==> src/rtl/mem_arb_pkg.sv <==
// Shared types for the memory port arbiter: owner encoding, response tag, latency bound.
// Arbitration mode is selected in the top by MEM_ARB_RR_EN.
package mem_arb_pkg;

  typedef enum logic {OWN_IF, OWN_D} owner_e;

  localparam int MEM_LAT_MAX = 4;

  typedef struct packed {
    logic   valid;
    owner_e owner;
  } resp_tag_t;

endpackage

==> src/rtl/mem_port_arbiter_resp_pipe.sv <==
// Tag shift register: carries {valid, owner} of each accepted access until its data returns.
// Depth equals the memory read latency; a synchronous clear drops everything in flight.
module arb_resp_pipe
  import mem_arb_pkg::*;
#(
  parameter int MEM_LAT = 1
) (
  input  logic      clk,
  input  logic      clear,
  input  resp_tag_t tag_in,
  output resp_tag_t tag_out
);

  // Out-of-range latencies are clamped to the supported window.
  localparam int DEPTH = (MEM_LAT < 1) ? 1 :
                         (MEM_LAT > MEM_LAT_MAX) ? MEM_LAT_MAX : MEM_LAT;

  resp_tag_t stage [DEPTH];

  always_ff @(posedge clk) begin
    if (clear) begin
      for (int i = 0; i < DEPTH; i++) stage[i] <= '0;
    end else begin
      stage[0] <= tag_in;
      for (int i = 1; i < DEPTH; i++) stage[i] <= stage[i-1];
    end
  end

  assign tag_out = stage[DEPTH-1];

endmodule

==> src/rtl/mem_port_arbiter.sv <==
// Shares one single-ported synchronous memory between instruction fetch and load/store.
// Default: fixed data priority with a fetch starvation guard; MEM_ARB_RR_EN selects round-robin.
module mem_port_arbiter
  import mem_arb_pkg::*;
#(
  parameter int ADDR_W     = 32,
  parameter int DATA_W     = 32,
  parameter int MEM_LAT    = 1,
  parameter int STARVE_MAX = 4
) (
  input  logic                clk,
  input  logic                reset,
  input  logic                if_req,
  input  logic [ADDR_W-1:0]   if_addr,
  output logic                if_gnt,
  output logic                if_rvalid,
  output logic [DATA_W-1:0]   if_rdata,
  input  logic                d_req,
  input  logic                d_we,
  input  logic [DATA_W/8-1:0] d_be,
  input  logic [ADDR_W-1:0]   d_addr,
  input  logic [DATA_W-1:0]   d_wdata,
  output logic                d_gnt,
  output logic                d_rvalid,
  output logic [DATA_W-1:0]   d_rdata,
  input  logic                mem_ready,
  output logic                mem_req,
  output logic                mem_we,
  output logic [DATA_W/8-1:0] mem_be,
  output logic [ADDR_W-1:0]   mem_addr,
  output logic [DATA_W-1:0]   mem_wdata,
  input  logic [DATA_W-1:0]   mem_rdata
);

  // Handshake: a requester holds req (and its attributes) until it sees gnt; an access is
  // accepted in a cycle with req && gnt. gnt needs mem_ready, and at most one gnt is high.
  // The response (rvalid) arrives exactly MEM_LAT cycles after acceptance.

  logic      if_pri;
  logic      if_win;
  logic      d_win;
  resp_tag_t new_tag;
  resp_tag_t tail;

`ifdef MEM_ARB_RR_EN
  owner_e last_owner;

  always_ff @(posedge clk) begin
    if (reset)       last_owner <= OWN_IF;
    else if (if_gnt) last_owner <= OWN_IF;
    else if (d_gnt)  last_owner <= OWN_D;
  end

  assign if_pri = (last_owner == OWN_D);
`else
  localparam int SW = $clog2(STARVE_MAX + 1);
  localparam logic [SW-1:0] STARVE_TOP = SW'(STARVE_MAX);

  logic [SW-1:0] starve_cnt;

  // Counts cycles the memory was free but fetch lost; a full count hands fetch the next contest.
  always_ff @(posedge clk) begin
    if (reset || !if_req || if_gnt)
      starve_cnt <= '0;
    else if (mem_ready && starve_cnt != STARVE_TOP)
      starve_cnt <= starve_cnt + 1'b1;
  end

  assign if_pri = (starve_cnt == STARVE_TOP);
`endif

  assign d_win  = d_req && !(if_req && if_pri);
  assign if_win = if_req && !d_win;
  assign d_gnt  = d_win  && mem_ready && !reset;
  assign if_gnt = if_win && mem_ready && !reset;

  always_comb begin
    mem_req   = if_gnt | d_gnt;
    mem_we    = 1'b0;
    mem_be    = '0;
    mem_addr  = '0;
    mem_wdata = '0;
    if (d_gnt) begin
      mem_we    = d_we;
      mem_be    = d_be;
      mem_addr  = d_addr;
      mem_wdata = d_wdata;
    end else if (if_gnt) begin
      mem_be    = '1;
      mem_addr  = if_addr;
    end
  end

  assign new_tag = '{valid: (if_gnt | d_gnt), owner: (d_gnt ? OWN_D : OWN_IF)};

  arb_resp_pipe #(.MEM_LAT(MEM_LAT)) u_resp_pipe (
    .clk     (clk),
    .clear   (reset),
    .tag_in  (new_tag),
    .tag_out (tail)
  );

  assign if_rvalid = tail.valid && (tail.owner == OWN_IF) && !reset;
  assign d_rvalid  = tail.valid && (tail.owner == OWN_D)  && !reset;
  assign if_rdata  = mem_rdata;
  assign d_rdata   = mem_rdata;

endmodule
==> config.mk <==
export PLATFORM = sky130hd
export DESIGN_NAME = mem_port_arbiter
export DESIGN_NICKNAME = d
export VERILOG_FILES = /design/src/rtl/mem_arb_pkg.sv /design/src/rtl/mem_port_arbiter_resp_pipe.sv /design/src/rtl/mem_port_arbiter.sv
export SDC_FILE = /design/constraint.sdc
export NUM_CORES = 1
export LEC_CHECK = 0
export ABC_AREA = 1
export BUFFER_PORTS_ARGS = -buffer_cell sky130_fd_sc_hd__buf_2
export CORE_AREA = 2 2 108 110
export DETAILED_ROUTE_END_ITERATION = 10
export DIE_AREA = 0 0 110 112
export GPL_ROUTABILITY_DRIVEN = 0
export PLACE_DENSITY = 0.52
export SYNTH_ARGS = -nofsm -noshare
export SYNTH_HDL_FRONTEND = slang
export SYNTH_SLANG_ARGS = --single-unit
==> constraint.sdc <==
create_clock -name clk -period 4.8 [get_ports clk]
set_clock_uncertainty 0.1 [all_clocks]
set_input_delay 1.2 -clock clk [delete_from_list [all_inputs] [get_ports clk]]
set_output_delay 1.2 -clock clk [all_outputs]
set_load 0.05 [all_outputs]
==> metrics.txt, run 1 <==
number of buffers added on ports 179; row cnt 39; Worst EP arrival 2690 ps; Crit Path Class input pin to output pin; TritonCTS clock tree built; CP Capture Type output pin; total grt overflow 0; unrepaired setup endpoints after global routing no; DR iter-0 viols 64; cells after synthesis 302; Filler Cell Count 1269; Critical Path RT 3500 ps; Final Core Density 20.42%; most common cell after layout, fill and taps aside buf_2; total chip power 377.8 uW; Initial Utilization 15.22%; outcome finished clean; Via density 3.964; commonest cells after routing, fill and taps aside buf_2, nand2_1, inv_1; first-pass GRT wire length 8.825 mm; io pins 276; Die Y-Extent 112 um; antenna viol nets, final 0; Synth Area per Inst 5.630 sq um; root buffer cell clkbuf_16; largest net degree at the start of global routing 38; vias in the first global route 1994; sequential element share of the synthesized area 5.887%; die area 0.01232 sq mm; Yosys cell types 18; clk_lat worst skew 230 ps; # diodes 0; clock sink count 5; total wire length 5.911 mm; post-CTS setup buffers 0; flop2flop setup slack 3080 ps; clk slew on worst S/H paths 30 ps; Rel. slew slack 61.50%; final instance area 0.002282 sq mm; vias after detailed routing 2176; synthesis warning total 0; initial antenna violation count 0; Tot GR Track Use 8.914%; Tmin final 3985 ps; Critical-path top delay cell nor2_8; H-tree depth 1; final hold viol count 0; layout cells sized above 1 48.03%; Worst Max-Slew Pin Slew 577.6 ps; Post-route DRC 0; CP most frequent cell buf_2; First-pass DRT Iterations 4; Crit path max-delay family simple AND/OR/NAND/NOR gates; DP Area 0.002203 sq mm; Core Region 0.01117 sq mm; DR WL/cell 10.77 um; #FFs+latches synth 5; post-CTS resize count 0; worst-path fanout max 37; clock buffer depth 2; power per cell area 165.5 mW/mm^2; Hold WC Path Type flop to flop; Final setup viols 0; fin crit share 83.03%; Setup crit start kind input pin; Max stage delay on crit path 450 ps; Slew Limit Fails 0; total negative slack 0 ps; worst path bufs/invs 3; Max Cap Viol 0; DP HPWL 4.693 mm; multi-input logic area 822.0 sq um; Mapped Nets 442; Num CTS Buffers 3; Synth Cell Area 0.001700 sq mm; worst-path cell chain buf_2 -> inv_2 -> nor2_8 -> nand2_4 -> nor2_1 -> buf_2; worst vdd ir 0.09000 mV; Static Leak 0.001609 uW; Final Net Count 547; Max Fclk 250.9 MHz; DIE WIDTH 110 um; Register Area 100.1 sq um; hold buffer count at cts 0; Layout area overhead 34.22%
-- metrics by stage --
step	hold WS, ps	instances	setup slack, ps
finish	432.4	549	814.7
global route	476.9	549	601.4
CTS	433.6	549	802.4
detailed placement	429.1	545	802.6
global placement	430.3	545	868.8
floorplan	413.1	302	1085
-- worst min-delay path, stage by stage (launching register included) --
cell	delay (ps)
dfxtp_1	310
nand2_1	60
nand2_1	40
inv_1	40
nor2_1	30
-- area by class of cell --
class	instances	area share [%]
tap	143	7.840
sequential	5	4.386
inverter	47	7.730
multi-input combinational	167	36.02
timing repair buffer	183	40.57
clock buffer	4	3.454
-- synthesized netlist by cell type --
cell	number	area, sq um
buf_4	70	525.5
nand2_1	48	180.2
inv_1	44	165.2
nand3_1	39	195.2
nor2_1	38	142.6
nand4_1	33	206.5
clkbuf_1	6	22.52
dfxtp_1	5	100.1
buf_2	4	20.02
buf_6	3	33.78
inv_2	3	11.26
ha_1	2	25.02
nand2_2	2	12.51
nand2_4	1	11.26
nand3_2	1	10.01
nor2_4	1	11.26
nor2_8	1	20.02
o211ai_1	1	7.510
-- final timing paths --
check / startpoint / to / cells after the start
hold / removal: starve_cnt[0]$_SDFFE_PP0P_ / starve_cnt[0]$_SDFFE_PP0P_ / 4
setup reg to reg: starve_cnt[0]$_SDFFE_PP0P_ / u_resp_pipe.stage[0][0]$_SDFF_PP0_ / 7
setup / recovery: mem_ready / mem_wdata[15] / 6
hold reg to reg: starve_cnt[0]$_SDFFE_PP0P_ / starve_cnt[0]$_SDFFE_PP0P_ / 4
-- kinds of logic (layout without fill, tap and decap cells) --
family / count (synthesis) / after routing / share of synthesized area (%)
and+or+nand+nor: 164 / 164 / 46.43
DFF: 5 / 5 / 5.887
adders and majority gates: 2 / 2 / 1.471
buffers and inverters: 130 / 234 / 45.77
AOI/OAI and AO/OA: 1 / 1 / 0.4417
-- flip-flops by register name, indices dropped and copies added (netlist names) --
| signal | flops |
|---|---|
| starve_cnt | 3 |
| u_resp_pipe.stage | 2 |
-- routing by layer --
metal	vias to the layer above	track usage (%)	wire length, um
met4	0	2.532	126
li1	1099	-	-
met1	904	9.443	2208
met2	149	17.42	2918
met5	-	0	0
met3	24	1.522	658
-- where the power goes --
part | switching, uW | leakage, uW | internal (uW)
clock network | 27.1 | 0.0000382 | 110
logic | 137 | 0.00153 | 59.4
registers | 0.700 | 0.0000408 | 43.2
Note: power is estimated with default switching activity, not from simulation.
==> run 2, diff against run 1 <==
clock period = 3.8 ns   (was 4.8 ns; I/O delays follow)
==> run 2 against run 1 <==
- via count up 1.0%
- critical path depth stayed put
- wire length is 3.1% higher
- global-route usage grew 0.19 points
- total power grew 27%
- cell count increased by 0.36%
- critical path type unchanged
- largest cell class unchanged
- highest routed layer unchanged
==> metrics.txt, run 2 (same netlist as run 1, synthesis figures left out) <==
DR WL/cell 11.06 um (+2.7%); Final setup viols 0 (unchanged); Initial Utilization 15.22% (unchanged); Crit Path Class input pin to output pin; number of buffers added on ports 179 (unchanged); row cnt 39 (unchanged); clock buffer depth 2 (unchanged); Max Fclk 290.2 MHz; Setup WS pre-CTS 336.0 ps (-466.6 ps); CP Capture Type output pin; Largest Register starve_cnt; Hold WC Path Type flop to flop; Final Net Count 549 (+0.37%); crit path launch mem_ready; CP endpoint mem_wdata[17]; WL met2 3.040 mm (+4.2%); post-CTS setup buffers 0 (unchanged); die area 0.01232 sq mm (unchanged); clock sink count 5 (unchanged); total grt overflow 0 (unchanged); Static Leak 0.001623 uW (+0.84%); Final Core Density 20.69% (+0.27 points); total chip power 479.3 uW (+27%); biggest regs starve_cnt (3), u_resp_pipe.stage (2); Via density 3.989 (+0.64%); DR iter-0 viols 64 (unchanged); clk slew on worst S/H paths 30 ps (about the same); Die Y-Extent 112 um (unchanged); Num CTS Buffers 3 (unchanged); worst-path fanout max 35 (-5.4%); Layout area overhead 35.98%; top layer in use met4; Largest register FFs 3 (unchanged); layout cells sized above 1 48.28% (+0.25 points); commonest cells after routing, fill and taps aside buf_2, nand2_1, inv_1; final hold viol count 0 (unchanged); R2R Path Start starve_cnt[0]$_SDFFE_PP0P_; Setup crit start kind input pin; total wire length 6.092 mm (+3.1%); DIE WIDTH 110 um (unchanged); Tmin final 3446 ps; final instance area 0.002312 sq mm (+1.3%); Core Region 0.01117 sq mm (unchanged); First-pass DRT Iterations 4 (unchanged); outcome finished clean; unrepaired setup endpoints after global routing no; Worst Max-Slew Pin Slew 530.9 ps (-46.68 ps); final worst setup slack 354.5 ps (-460.2 ps); most common cell after layout, fill and taps aside buf_2; # diodes 0 (unchanged); Tot GR Track Use 9.105% (+0.19 points); vias after detailed routing 2198 (+1.0%); largest net degree at the start of global routing 36 (-5.3%); worst vdd ir 0.1006 mV (+12%); Reg2Reg Depth 7 (unchanged); Worst EP arrival 2400 ps (-290 ps); Worst R2R End u_resp_pipe.stage[0][0]$_SDFF_PP0_; met1 wire length 2.225 mm (+0.77%); WL met3 679 um (+3.2%); Post-route DRC 0 (unchanged); vias in the first global route 1941 (-2.7%); antenna viol nets, final 0 (unchanged); initial antenna violation count 0 (unchanged); DP Area 0.002233 sq mm (+1.4%); power per cell area 207.3 mW/mm^2 (+25%); Slew Limit Fails 0 (unchanged); total negative slack 0 ps (unchanged); first-pass GRT wire length 8.797 mm (-0.32%); hold buffer count at cts 0 (unchanged); fin crit share 90.67%; io pins 276 (unchanged); H-tree depth 1 (unchanged); Critical Path RT 2750 ps (-750 ps); root buffer cell clkbuf_16; Filler Cell Count 1266 (-0.24%); DP HPWL 4.911 mm (+4.7%); Rel. slew slack 64.61% (+3.1 points); Max Cap Viol 0 (unchanged); clk_lat worst skew 230 ps (about the same); post-CTS resize count 0 (unchanged); TritonCTS clock tree built; flop2flop setup slack 2290 ps (-790 ps)
## run 2: cell count changes in the layout (fill, tap and decap cells not counted), sizes merged
cell,previous run,this run
buf,183,185
## run 2: area by class of cell
| class | count | area, sq um | share of cell area, % |
|---|---|---|---|
| clock buffers | 4 | 78.83 | 3.409 |
| inverters | 47 | 176.4 | 7.630 |
| multi-input cells | 167 | 822.0 | 35.55 |
| flip-flops and latches | 5 | 100.1 | 4.329 |
| well taps | 143 | 178.9 | 7.738 |
| repair buffers | 185 | 955.9 | 41.34 |
## run 2: worst min-delay path by stage
stage,from,end,cells after the start,slack (ps)
after detailed placement,starve_cnt[1]$_SDFFE_PP0P_,starve_cnt[1]$_SDFFE_PP0P_,4,450
after global routing,starve_cnt[0]$_SDFFE_PP0P_,starve_cnt[0]$_SDFFE_PP0P_,4,500
final,starve_cnt[1]$_SDFFE_PP0P_,starve_cnt[1]$_SDFFE_PP0P_,4,450
after CTS,starve_cnt[1]$_SDFFE_PP0P_,starve_cnt[1]$_SDFFE_PP0P_,4,450
after floorplan,starve_cnt[1]$_SDFFE_PP0P_,starve_cnt[1]$_SDFFE_PP0P_,4,410
after global placement,starve_cnt[1]$_SDFFE_PP0P_,starve_cnt[1]$_SDFFE_PP0P_,4,430
## run 2: worst max-delay path, cell delays in order
cell and delay [ps]:
buf_2 150, inv_2 90, nor2_8 420, nand2_4 310, nor2_1 170, buf_2 280
## run 2: report_power, final
group | internal [uW] | switching, uW
logic | 77.6 | 174
registers | 54.5 | 0.973
clock network | 139 | 33.0
## run 2: stage by stage
stage | hold WS [ps] | instances
floorplan | 413.1 | 302
finish | 448.7 | 551
CTS | 452.2 | 551
detailed placement | 446.1 | 547
global placement | 432.8 | 547
global route | 503.7 | 551
## run 2: routing by layer
metal / GRT usage [%] / vias to the layer above
li1: - / 1101
met1: 8.988 / 916
met2: 18.20 / 155
met3: 1.756 / 26
met4: 3.038 / 0
met5: 0 / -
==> run 3, diff against run 2 <==
clock period = 3.9 ns   (was 3.8 ns; I/O delays follow)
==> run 3 against run 2 <==
- register-to-register slack lost 120 ps
- sequential share of layout area is essentially flat
- largest power group unchanged
- wire length shrank 3.4%
- critical path type unchanged
- largest cell class unchanged
==> metrics.txt, run 3 (same netlist as run 1, synthesis figures left out) <==
outcome finished clean; hold buffer count at cts 0 (unchanged); Worst EP arrival 2260 ps (-140 ps); post-CTS setup buffers 0 (unchanged); number of buffers added on ports 179 (unchanged); First-pass DRT Iterations 4 (unchanged); Crit Path Class input pin to output pin; commonest cells after routing, fill and taps aside buf_2, nand2_1, inv_1; Reg2Reg Depth 7 (unchanged); Tmin final 3335 ps; Critical-path top delay cell buf_2; Hold EP starve_cnt[1]$_SDFFE_PP0P_; vias in the first global route 1930 (-0.57%); DR WL/cell 10.70 um (-3.3%); Worst Max-Slew Pin Slew 380.6 ps (-150.3 ps); Max Fclk 299.9 MHz; clk slew on worst S/H paths 30 ps (about the same); DP HPWL 4.798 mm (-2.3%); Final Net Count 548 (-0.18%); post-CTS resize count 0 (unchanged); hold path cells 4 (unchanged); initial antenna violation count 0 (unchanged); Die Y-Extent 112 um (unchanged); antenna viol nets, final 0 (unchanged); # diodes 0 (unchanged); CP most frequent cell buf_2; unrepaired setup endpoints after global routing no; Largest Register starve_cnt; Layout area overhead 36.28%; Setup crit start kind input pin; die area 0.01232 sq mm (unchanged); worst-path cell chain buf_2 -> nand3_2 -> nand2_2 -> inv_2 -> nand2_4 -> nor2_1 -> buf_2; vias after detailed routing 2205 (+0.32%); total grt overflow 0 (unchanged); flop2flop setup slack 2170 ps (-120 ps); Critical Path RT 2820 ps (+70 ps); worst-path fanout max 35 (unchanged); DIE WIDTH 110 um (unchanged); Static Leak 0.001621 uW (-0.10%); first-pass GRT wire length 8.487 mm (-3.5%); layout cells sized above 1 48.16% (-0.13 points); Max stage delay on crit path 280 ps (-140 ps); row cnt 39 (unchanged); clock sink count 5 (unchanged); Worst R2R End u_resp_pipe.stage[0][0]$_SDFF_PP0_; Initial Utilization 15.22% (unchanged); Via density 4.009 (+0.50%); Post-route DRC 0 (unchanged); total wire length 5.883 mm (-3.4%); fin crit share 85.51%; io pins 276 (unchanged); Hold WC Path Type flop to flop; CP Capture Type output pin; Final setup viols 0 (unchanged); clock buffer depth 2 (unchanged); final hold viol count 0 (unchanged); power per cell area 200.9 mW/mm^2 (-3.1%); Core Region 0.01117 sq mm (unchanged); total negative slack 0 ps (unchanged); Largest register FFs 3 (unchanged); H-tree depth 1 (unchanged); Slew Limit Fails 0 (unchanged); hold_sp starve_cnt[1]$_SDFFE_PP0P_; Final Core Density 20.74% (+0.045 points); DR iter-0 viols 61 (-4.7%); most common cell after layout, fill and taps aside buf_2; worst path bufs/invs 3 (unchanged); Max Cap Viol 0 (unchanged); largest net degree at the start of global routing 36 (unchanged); clk_lat worst skew 220 ps (about the same); Crit path max-delay family simple AND/OR/NAND/NOR gates; worst vdd ir 0.1581 mV (+57%); biggest regs starve_cnt (3), u_resp_pipe.stage (2); Num CTS Buffers 3 (unchanged); TritonCTS clock tree built; total chip power 465.5 uW (-2.9%); root buffer cell clkbuf_16; Rel. slew slack 74.53% (+9.9 points); Tot GR Track Use 8.465% (-0.64 points); R2R Path Start starve_cnt[0]$_SDFFE_PP0P_
-- run 3: final cells by class --
class                   count  area, sq um
fillers                  1269         8857
clock buffers               4        78.83
repair buffers            184        960.9
flip-flops and latches      5        100.1
inverters                  47        176.4
multi-input cells         167        822.0
well taps                 143        178.9
-- run 3: report_power, final --
part	switching, uW	internal, uW
Clock	30.7	135
Combinational	169	76.4
Sequential	0.915	53.1
-- run 3: worst max path at each step --
| stage | from | to | cells after the start |
|---|---|---|---|
| 3_5_place_dp | if_req | mem_wdata[13] | 7 |
| 6_report | if_req | mem_wdata[17] | 7 |
| 5_1_grt | if_req | mem_wdata[11] | 7 |
| 4_1_cts | if_req | mem_wdata[13] | 7 |
| 2_1_floorplan | d_req | mem_wdata[13] | 6 |
| 3_3_place_gp | if_req | mem_wdata[9] | 7 |
-- run 3: stage by stage --
stage	worst slack [ps]	hold WS, ps	instances	cell area [sq um]
finish	565.0	445.8	550	2317
global route	377.8	505.1	550	2317
CTS	511.1	448.0	550	2317
detailed placement	517.2	443.4	546	2238
global placement	581.2	429.6	546	2238
floorplan	635.2	413.1	302	1700
-- run 3: layer usage --
| metal | GRT usage, % | up-vias | wire (um) | part of all wire [%] |
|---|---|---|---|---|
| li1 | - | 1100 | - | - |
| met4 | 3.038 | 0 | 137 | 2.3 |
| met1 | 9.171 | 927 | 2223 | 38 |
| met5 | 0 | - | 0 | 0 |
| met2 | 16.32 | 154 | 2854 | 49 |
| met3 | 0.9953 | 24 | 667 | 11 |
-- run 3: worst reg2reg max path: cells and delay by family (launching register included) --
family	cells	cell delay, ps
adder cells (fa/ha/maj)	1	190
buffers and inverters	3	310
flip-flops	1	310
AND/OR/NAND/NOR	3	690
